$ cat src/rtl/slave_in_port_pkg.sv
// Shared definitions for the serial system-bus slave ports.
// The state encoding is also used by the slave out-port.
package slave_in_port_pkg;

    localparam int BUS_ADDR_WIDTH = 12;
    localparam int BUS_DATA_WIDTH = 8;

    typedef enum logic [1:0] {
        IDLE    = 2'd0,
        RX_ADDR = 2'd1,
        RX_DATA = 2'd2,
        DONE    = 2'd3
    } bus_state_e;

    typedef enum logic [1:0] {
        OP_NONE  = 2'd0,
        OP_READ  = 2'd1,
        OP_WRITE = 2'd2
    } bus_op_e;

    // A request is only legal when exactly one of read/write is asserted.
    function automatic logic is_accept(input logic valid, input logic ready,
                                       input logic rd, input logic wr);
        return valid & ready & (rd ^ wr);
    endfunction

endpackage

$ cat src/rtl/slave_in_port_serial_shift_reg.sv
// LSB-first serial capture register with bit counter and last-bit flag.
// Also supports an in-place increment used for burst address advance.
module serial_shift_reg #(
    parameter int WIDTH = 8
) (
    input  logic             clk,
    input  logic             reset,
    input  logic             clr,
    input  logic             shift_en,
    input  logic             inc,
    input  logic             serial_in,
    output logic [WIDTH-1:0] value,
    output logic             last
);

    localparam int CW = (WIDTH > 1) ? $clog2(WIDTH) : 1;

    logic [CW-1:0]    cnt_q, cnt_d;
    logic [WIDTH-1:0] value_q, value_d;

    always_comb begin
        cnt_d   = cnt_q;
        value_d = value_q;
        if (clr) begin
            cnt_d = '0;
        end else if (shift_en) begin
            for (int i = 0; i < WIDTH; i++) begin
                if (cnt_q == CW'(i)) value_d[i] = serial_in;
            end
            cnt_d = cnt_q + CW'(1);
        end
        if (inc) value_d = value_q + WIDTH'(1);
    end

    always_ff @(posedge clk) begin
        if (!reset) begin
            cnt_q   <= '0;
            value_q <= '0;
        end else begin
            cnt_q   <= cnt_d;
            value_q <= value_d;
        end
    end

    // High on the edge that captures the final bit of the field.
    assign last  = shift_en && (cnt_q == CW'(WIDTH - 1));
    assign value = value_q;

endmodule

$ cat src/rtl/slave_in_port.sv
// Serial receive front-end of a bus slave: captures a serial address and
// optional data bytes (with burst continuation) and pulses rx_done per transfer.
module slave_in_port
    import slave_in_port_pkg::*;
#(
    parameter int ADDR_WIDTH = BUS_ADDR_WIDTH,
    parameter int DATA_WIDTH = BUS_DATA_WIDTH
) (
    input  logic                  clk,
    input  logic                  reset,
    input  logic                  rx_address,
    input  logic                  rx_data,
    input  logic                  master_valid,
    input  logic                  master_ready,
    input  logic                  read_en,
    input  logic                  write_en,
    input  logic                  rx_burst,
    output logic                  slave_ready,
    output logic                  rx_done,
    output logic [ADDR_WIDTH-1:0] address,
    output logic [DATA_WIDTH-1:0] data
);

    bus_state_e state_q, state_d;
    bus_op_e    op_q, op_d;
    logic       burst_q, burst_d;

    logic addr_clr, addr_shift, addr_inc, addr_last;
    logic data_clr, data_shift, data_last;

    serial_shift_reg #(.WIDTH(ADDR_WIDTH)) u_addr_sr (
        .clk       (clk),
        .reset     (reset),
        .clr       (addr_clr),
        .shift_en  (addr_shift),
        .inc       (addr_inc),
        .serial_in (rx_address),
        .value     (address),
        .last      (addr_last)
    );

    serial_shift_reg #(.WIDTH(DATA_WIDTH)) u_data_sr (
        .clk       (clk),
        .reset     (reset),
        .clr       (data_clr),
        .shift_en  (data_shift),
        .inc       (1'b0),
        .serial_in (rx_data),
        .value     (data),
        .last      (data_last)
    );

    always_comb begin
        state_d    = state_q;
        op_d       = op_q;
        burst_d    = burst_q;
        addr_clr   = 1'b0;
        addr_shift = 1'b0;
        addr_inc   = 1'b0;
        data_clr   = 1'b0;
        data_shift = 1'b0;
        unique case (state_q)
            IDLE: begin
                if (is_accept(master_valid, master_ready, read_en, write_en)) begin
                    op_d     = write_en ? OP_WRITE : OP_READ;
                    burst_d  = 1'b0;
                    addr_clr = 1'b1;
                    state_d  = RX_ADDR;
                end
            end
            RX_ADDR: begin
                addr_shift = 1'b1;
                if (addr_last) begin
                    if (op_q == OP_WRITE) begin
                        data_clr = 1'b1;
                        state_d  = RX_DATA;
                    end else begin
                        state_d  = DONE;
                    end
                end
            end
            RX_DATA: begin
                data_shift = 1'b1;
                if (data_last) begin
                    burst_d = rx_burst;
                    state_d = DONE;
                end
            end
            DONE: begin
                // Serial lines are ignored here; a burst re-enters the data phase.
                if (op_q == OP_WRITE && burst_q) begin
                    addr_inc = 1'b1;
                    data_clr = 1'b1;
                    burst_d  = 1'b0;
                    state_d  = RX_DATA;
                end else begin
                    op_d    = OP_NONE;
                    burst_d = 1'b0;
                    state_d = IDLE;
                end
            end
            default: state_d = IDLE;
        endcase
    end

    always_ff @(posedge clk) begin
        if (!reset) begin
            state_q <= IDLE;
            op_q    <= OP_NONE;
            burst_q <= 1'b0;
        end else begin
            state_q <= state_d;
            op_q    <= op_d;
            burst_q <= burst_d;
        end
    end

    assign slave_ready = (state_q == IDLE);
    assign rx_done     = (state_q == DONE);

endmodule

$ cat config.mk
export PLATFORM = sky130hd
export DESIGN_NAME = slave_in_port
export DESIGN_NICKNAME = d
export VERILOG_FILES = /design/src/rtl/slave_in_port_pkg.sv /design/src/rtl/slave_in_port_serial_shift_reg.sv /design/src/rtl/slave_in_port.sv
export SDC_FILE = /design/constraint.sdc
export NUM_CORES = 1
export LEC_CHECK = 0
export BUFFER_PORTS_ARGS = -buffer_cell sky130_fd_sc_hd__clkbuf_2
export CAP_MARGIN = 20
export CELL_PAD_IN_SITES_DETAIL_PLACEMENT = 1
export CELL_PAD_IN_SITES_GLOBAL_PLACEMENT = 1
export CORE_ASPECT_RATIO = 1.1
export CORE_MARGIN = 4
export CORE_UTILIZATION = 35
export CTS_CLUSTER_DIAMETER = 80
export DETAILED_ROUTE_END_ITERATION = 12
export PLACE_DENSITY_LB_ADDON = 0.1
export SYNTH_ARGS = -nofsm -noshare
export SYNTH_HDL_FRONTEND = slang
export SYNTH_SLANG_ARGS = --single-unit
$ cat constraint.sdc
create_clock -name clk -period 2.2 [get_ports clk]
set_clock_uncertainty 0.2 [all_clocks]
set_input_delay 0.11 -clock clk [delete_from_list [all_inputs] [get_ports clk]]
set_output_delay 0.11 -clock clk [all_outputs]
set_load 0.03 [all_outputs]
==> summary by stage <==
Logic synthesis
By area the synthesized netlist is led by sky130_fd_sc_hd__dfxtp_1 (34%), sky130_fd_sc_hd__ha_1 (7.2%), sky130_fd_sc_hd__nor2_1 (4.1%). The share of synthesized area in the top cell type comes to 0.3355. sky130_fd_sc_hd__dfxtp_1 takes more of the synthesized area than any other cell. In this run, synthesis inferred 0 flip-flops with an integrated enable. The net count of the mapped netlist is 242. Synthesis handed over a netlist of 222 instances. The synthesized netlist occupies a cell area of 1909 sq um. Each instance of the synthesized netlist takes up on average 8.601 sq um. The share of async-settable or async-resettable flops after synthesis is 0. After synthesis, the netlist uses 50 different library cells. The synthesized flop and latch total is 32.

The sequential fraction of the synthesis area is 0.3355. The most used flip-flop cell after synthesis is sky130_fd_sc_hd__dfxtp_1. During synthesis, Yosys emitted a total of 0 warnings.

Flow run
Max-cap violations in this run came to 0.

CTS
The post-CTS repair timing setup buffer count is 0. The number of CTS-inserted buffers is 5. The clock reaches the later pin of the worst-skew pair after 0.28 ns. The total clock sinks is 32.

The clock-pin slew reported for the worst setup and hold paths after clock tree synthesis is 0.06 ns. CTS built an H-tree with a depth of 2. TritonCTS built the clock tree. The clock root buffer is sky130_fd_sc_hd__clkbuf_8. The clock passes through at most 2 buffers.

Cells and area
In the final layout, the share of cells above drive strength 1 is 0.2235. The final cell count without fillers is 327. 0 antenna diodes ended up in the layout.

Relative to the synthesized area, the layout overhead comes to 16.97%. The fraction of the core area covered by cells at the end of the flow is 0.4349. The final layout contains 277 nets.

Timing
Across all setup checks in the final design, the least slack found is 0.4066 ns. The number of pins exceeding their max-slew limit in the final report came to 0. The final hold violation count was 0. The count of endpoints failing setup in the final report is 0. Of the available clock period, the critical path in the final layout requires 0.8152. The actual transition at the worst max-transition pin is 0.5960 ns. For this run, the top clock speed supported by timing is 557.6 MHz. The headroom to the max-slew limit is 0.5993. Summed over all failing endpoints, the final setup total negative slack is 0 ns. Setup repair after global routing left no endpoint under its margin. The shortest period the worst path allows is 1.793 ns.

GRT
For this run, the total global-route usage over all layers was measured as 0.1704. Summed over all layers, the global routing overflow is 0. The first global-routing pass estimated 9.128 mm of wire.

The initial antenna violation count is 0. The via count of the first global-routing pass came to 1790. The pin count of the biggest net entering global routing is 28.

Critical path
In this run the worst path has a maximum fanout of 6. The critical path is of the flip-flop to flip-flop type. STA classifies the critical path startpoint as a flip-flop. The critical path endpoint category is a flip-flop.

The flop-to-flop setup slack is 0.41 ns. For the worst setup path, the data required time is 2.17 ns. Data on the critical path arrives at its endpoint at 1.76 ns.

Floorplan
Row generation in the floorplan step produced 27 rows. In this run the count of I/O pins placed on the die edge is 31. The region available for standard cell placement spans 5135 sq um. The floorplan die area is 6702 sq um. The initial core utilization is 0.3718. From bottom edge to top edge, the die measures 85.47 um.

Measured along the x axis, the die boundary spans 78.42 um.

Routing
After detailed routing, the total wire length is 5.111 mm. The DRC violation count after routing is 0. The via total after detailed routing is 1695. In this run the remaining antenna-violating nets after routing total 0.

In this run, the number of DRC markers left after iteration 0 of detailed routing was 64. For this run, the detailed router's first-pass iteration total came to 4. The routed length per instance is 15.63 um. The routed via count divided by cell count is 5.183.

Place
The number of placed instances, taps included, is 321. The placed wire-length estimate after detailed placement is 3.804 mm. The number of buffers inserted by port buffering is 30. The global placement routability congestion is 0.7644. The worst slack after detailed placement is 0.4250 ns.

Outcome
The run finished with clean final reports.

Power and ir drop
The switching power as a share of total power is 0.2340. Of the total power, combinational logic draws 0.069. For this design the static power due to leakage is 0.8884 nW. The total power divided by cell area is 477.6 nW/um^2.

The worst IR drop on VDD is 225.5 uV. The total power after layout is 1.067 mW. The cell-internal power is 816.9 uW. Of the total power, the clock network draws 0.376. The share of total power dissipated in sequential elements is 0.555. Summed over all nets, the switching power comes to 249.6 uW.

Hold path
The path class of the tightest hold or removal check is input pin to flip-flop.
critical path, cell delays in order (launching register included):
cell and delay [ns]:
sky130_fd_sc_hd__dfxtp_1 0.36, sky130_fd_sc_hd__inv_1 0.09, sky130_fd_sc_hd__ha_1 0.16, sky130_fd_sc_hd__nand3b_1 0.25, sky130_fd_sc_hd__o311a_2 0.43, sky130_fd_sc_hd__o21a_1 0.20
placed cells by master, fill, tap and decap left out, types with 3 or more instances in the layout:
cell type / n
sky130_fd_sc_hd__nor3_1: 5
sky130_fd_sc_hd__dfxtp_1: 32
sky130_fd_sc_hd__xnor2_1: 3
sky130_fd_sc_hd__a21oi_1: 6
sky130_fd_sc_hd__nand2_1: 19
sky130_fd_sc_hd__nand2b_1: 3
sky130_fd_sc_hd__ha_1: 11
sky130_fd_sc_hd__o21ai_0: 13
sky130_fd_sc_hd__nand4_1: 3
sky130_fd_sc_hd__mux2i_1: 7
sky130_fd_sc_hd__nor2b_1: 9
sky130_fd_sc_hd__clkbuf_8: 5
sky130_fd_sc_hd__a21boi_0: 6
sky130_fd_sc_hd__clkbuf_2: 30
sky130_fd_sc_hd__buf_4: 7
sky130_fd_sc_hd__nand3b_1: 4
sky130_fd_sc_hd__o211a_1: 4
sky130_fd_sc_hd__o31a_1: 3
sky130_fd_sc_hd__o211ai_1: 3
sky130_fd_sc_hd__nor2_1: 21
sky130_fd_sc_hd__inv_1: 8
sky130_fd_sc_hd__nand3_1: 12
sky130_fd_sc_hd__xor2_1: 5
sky130_fd_sc_hd__nor4_1: 3
kinds of logic (layout without fill, tap and decap cells):
kind of cell / after synthesis / after routing / share of synthesized area
xor gates and xnor gates: 8 / 8 / 0.03670
adders and majority gates: 11 / 11 / 0.07208
buffers and inverters: 19 / 52 / 0.04325
DFF: 32 / 32 / 0.3355
AOI/OAI and AO/OA: 48 / 48 / 0.1796
muxes: 9 / 9 / 0.04849
and+or+nand+nor: 95 / 95 / 0.2844
power by group through the flow:
stage	combinational (mW)	sequential (mW)	clock (mW)
after CTS	0.0751	0.591	0.423
after global routing	0.0814	0.592	0.450
final	0.0738	0.592	0.401
after detailed placement	0.0729	0.604	0
after global placement	0.0727	0.604	0
after floorplan	0.0467	0.605	0
flip-flops by register name (all words and copies together), names as in the netlist:
register,count
u_addr_sr.cnt_q,4
u_data_sr.value,8
state_q,2
u_addr_sr.value,12
burst_q,1
u_data_sr.cnt_q,3
op_q,2
worst paths after layout:
path,end,cells past startpoint,start
hold / removal,u_addr_sr.value[8]$_SDFFE_PN0P_,3,rx_address
setup reg to reg,u_addr_sr.value[2]$_SDFFE_PN0P_,5,u_addr_sr.cnt_q[0]$_SDFFE_PP0P_
hold reg to reg,u_data_sr.value[2]$_SDFFE_PN0P_,2,u_data_sr.value[2]$_SDFFE_PN0P_
setup / recovery,u_addr_sr.value[2]$_SDFFE_PN0P_,5,u_addr_sr.cnt_q[0]$_SDFFE_PP0P_
final cells by class:
cell class	count	area (sq um)
multi-input cells	171	1186
flip-flops and latches	32	640.6
repair buffers	38	212.7
clock buffers	5	68.82
fillers	652	2902
well taps	72	90.09
inverters	9	35.03
stage by stage:
| stage | hold slack, ns | area (sq um) |
|---|---|---|
| floorplan | 0.1498 | 1909 |
| global placement | 0.2590 | 2155 |
| detailed placement | 0.2638 | 2155 |
| CTS | 0.006428 | 2233 |
| global route | 0.008206 | 2233 |
| finish | 0.01361 | 2233 |
metal layers:
metal / vias to the layer above / GRT usage / share of wire
met4: 0 / 0.04452 / 0.011
met3: 5 / 0.03928 / 0.026
met1: 812 / 0.2029 / 0.46
met5: - / 0 / 0
met2: 25 / 0.3061 / 0.50
li1: 853 / - / -
what timing repair did:
item / in CTS / in global routing
gates resized for setup: 0 / 0
hold buffers: 1 / 0
endpoints found under the hold margin: 2 / 0
synth_stat cells, drive strengths merged, types with 7 or more instances:
library cell  instances
nor2b                 9
a21boi                7
ha                   11
mux2i                 7
nand3                13
o21ai                13
inv                   8
nor2                 21
dfxtp                32
nand2                21
(Power assumes the default switching activity.)
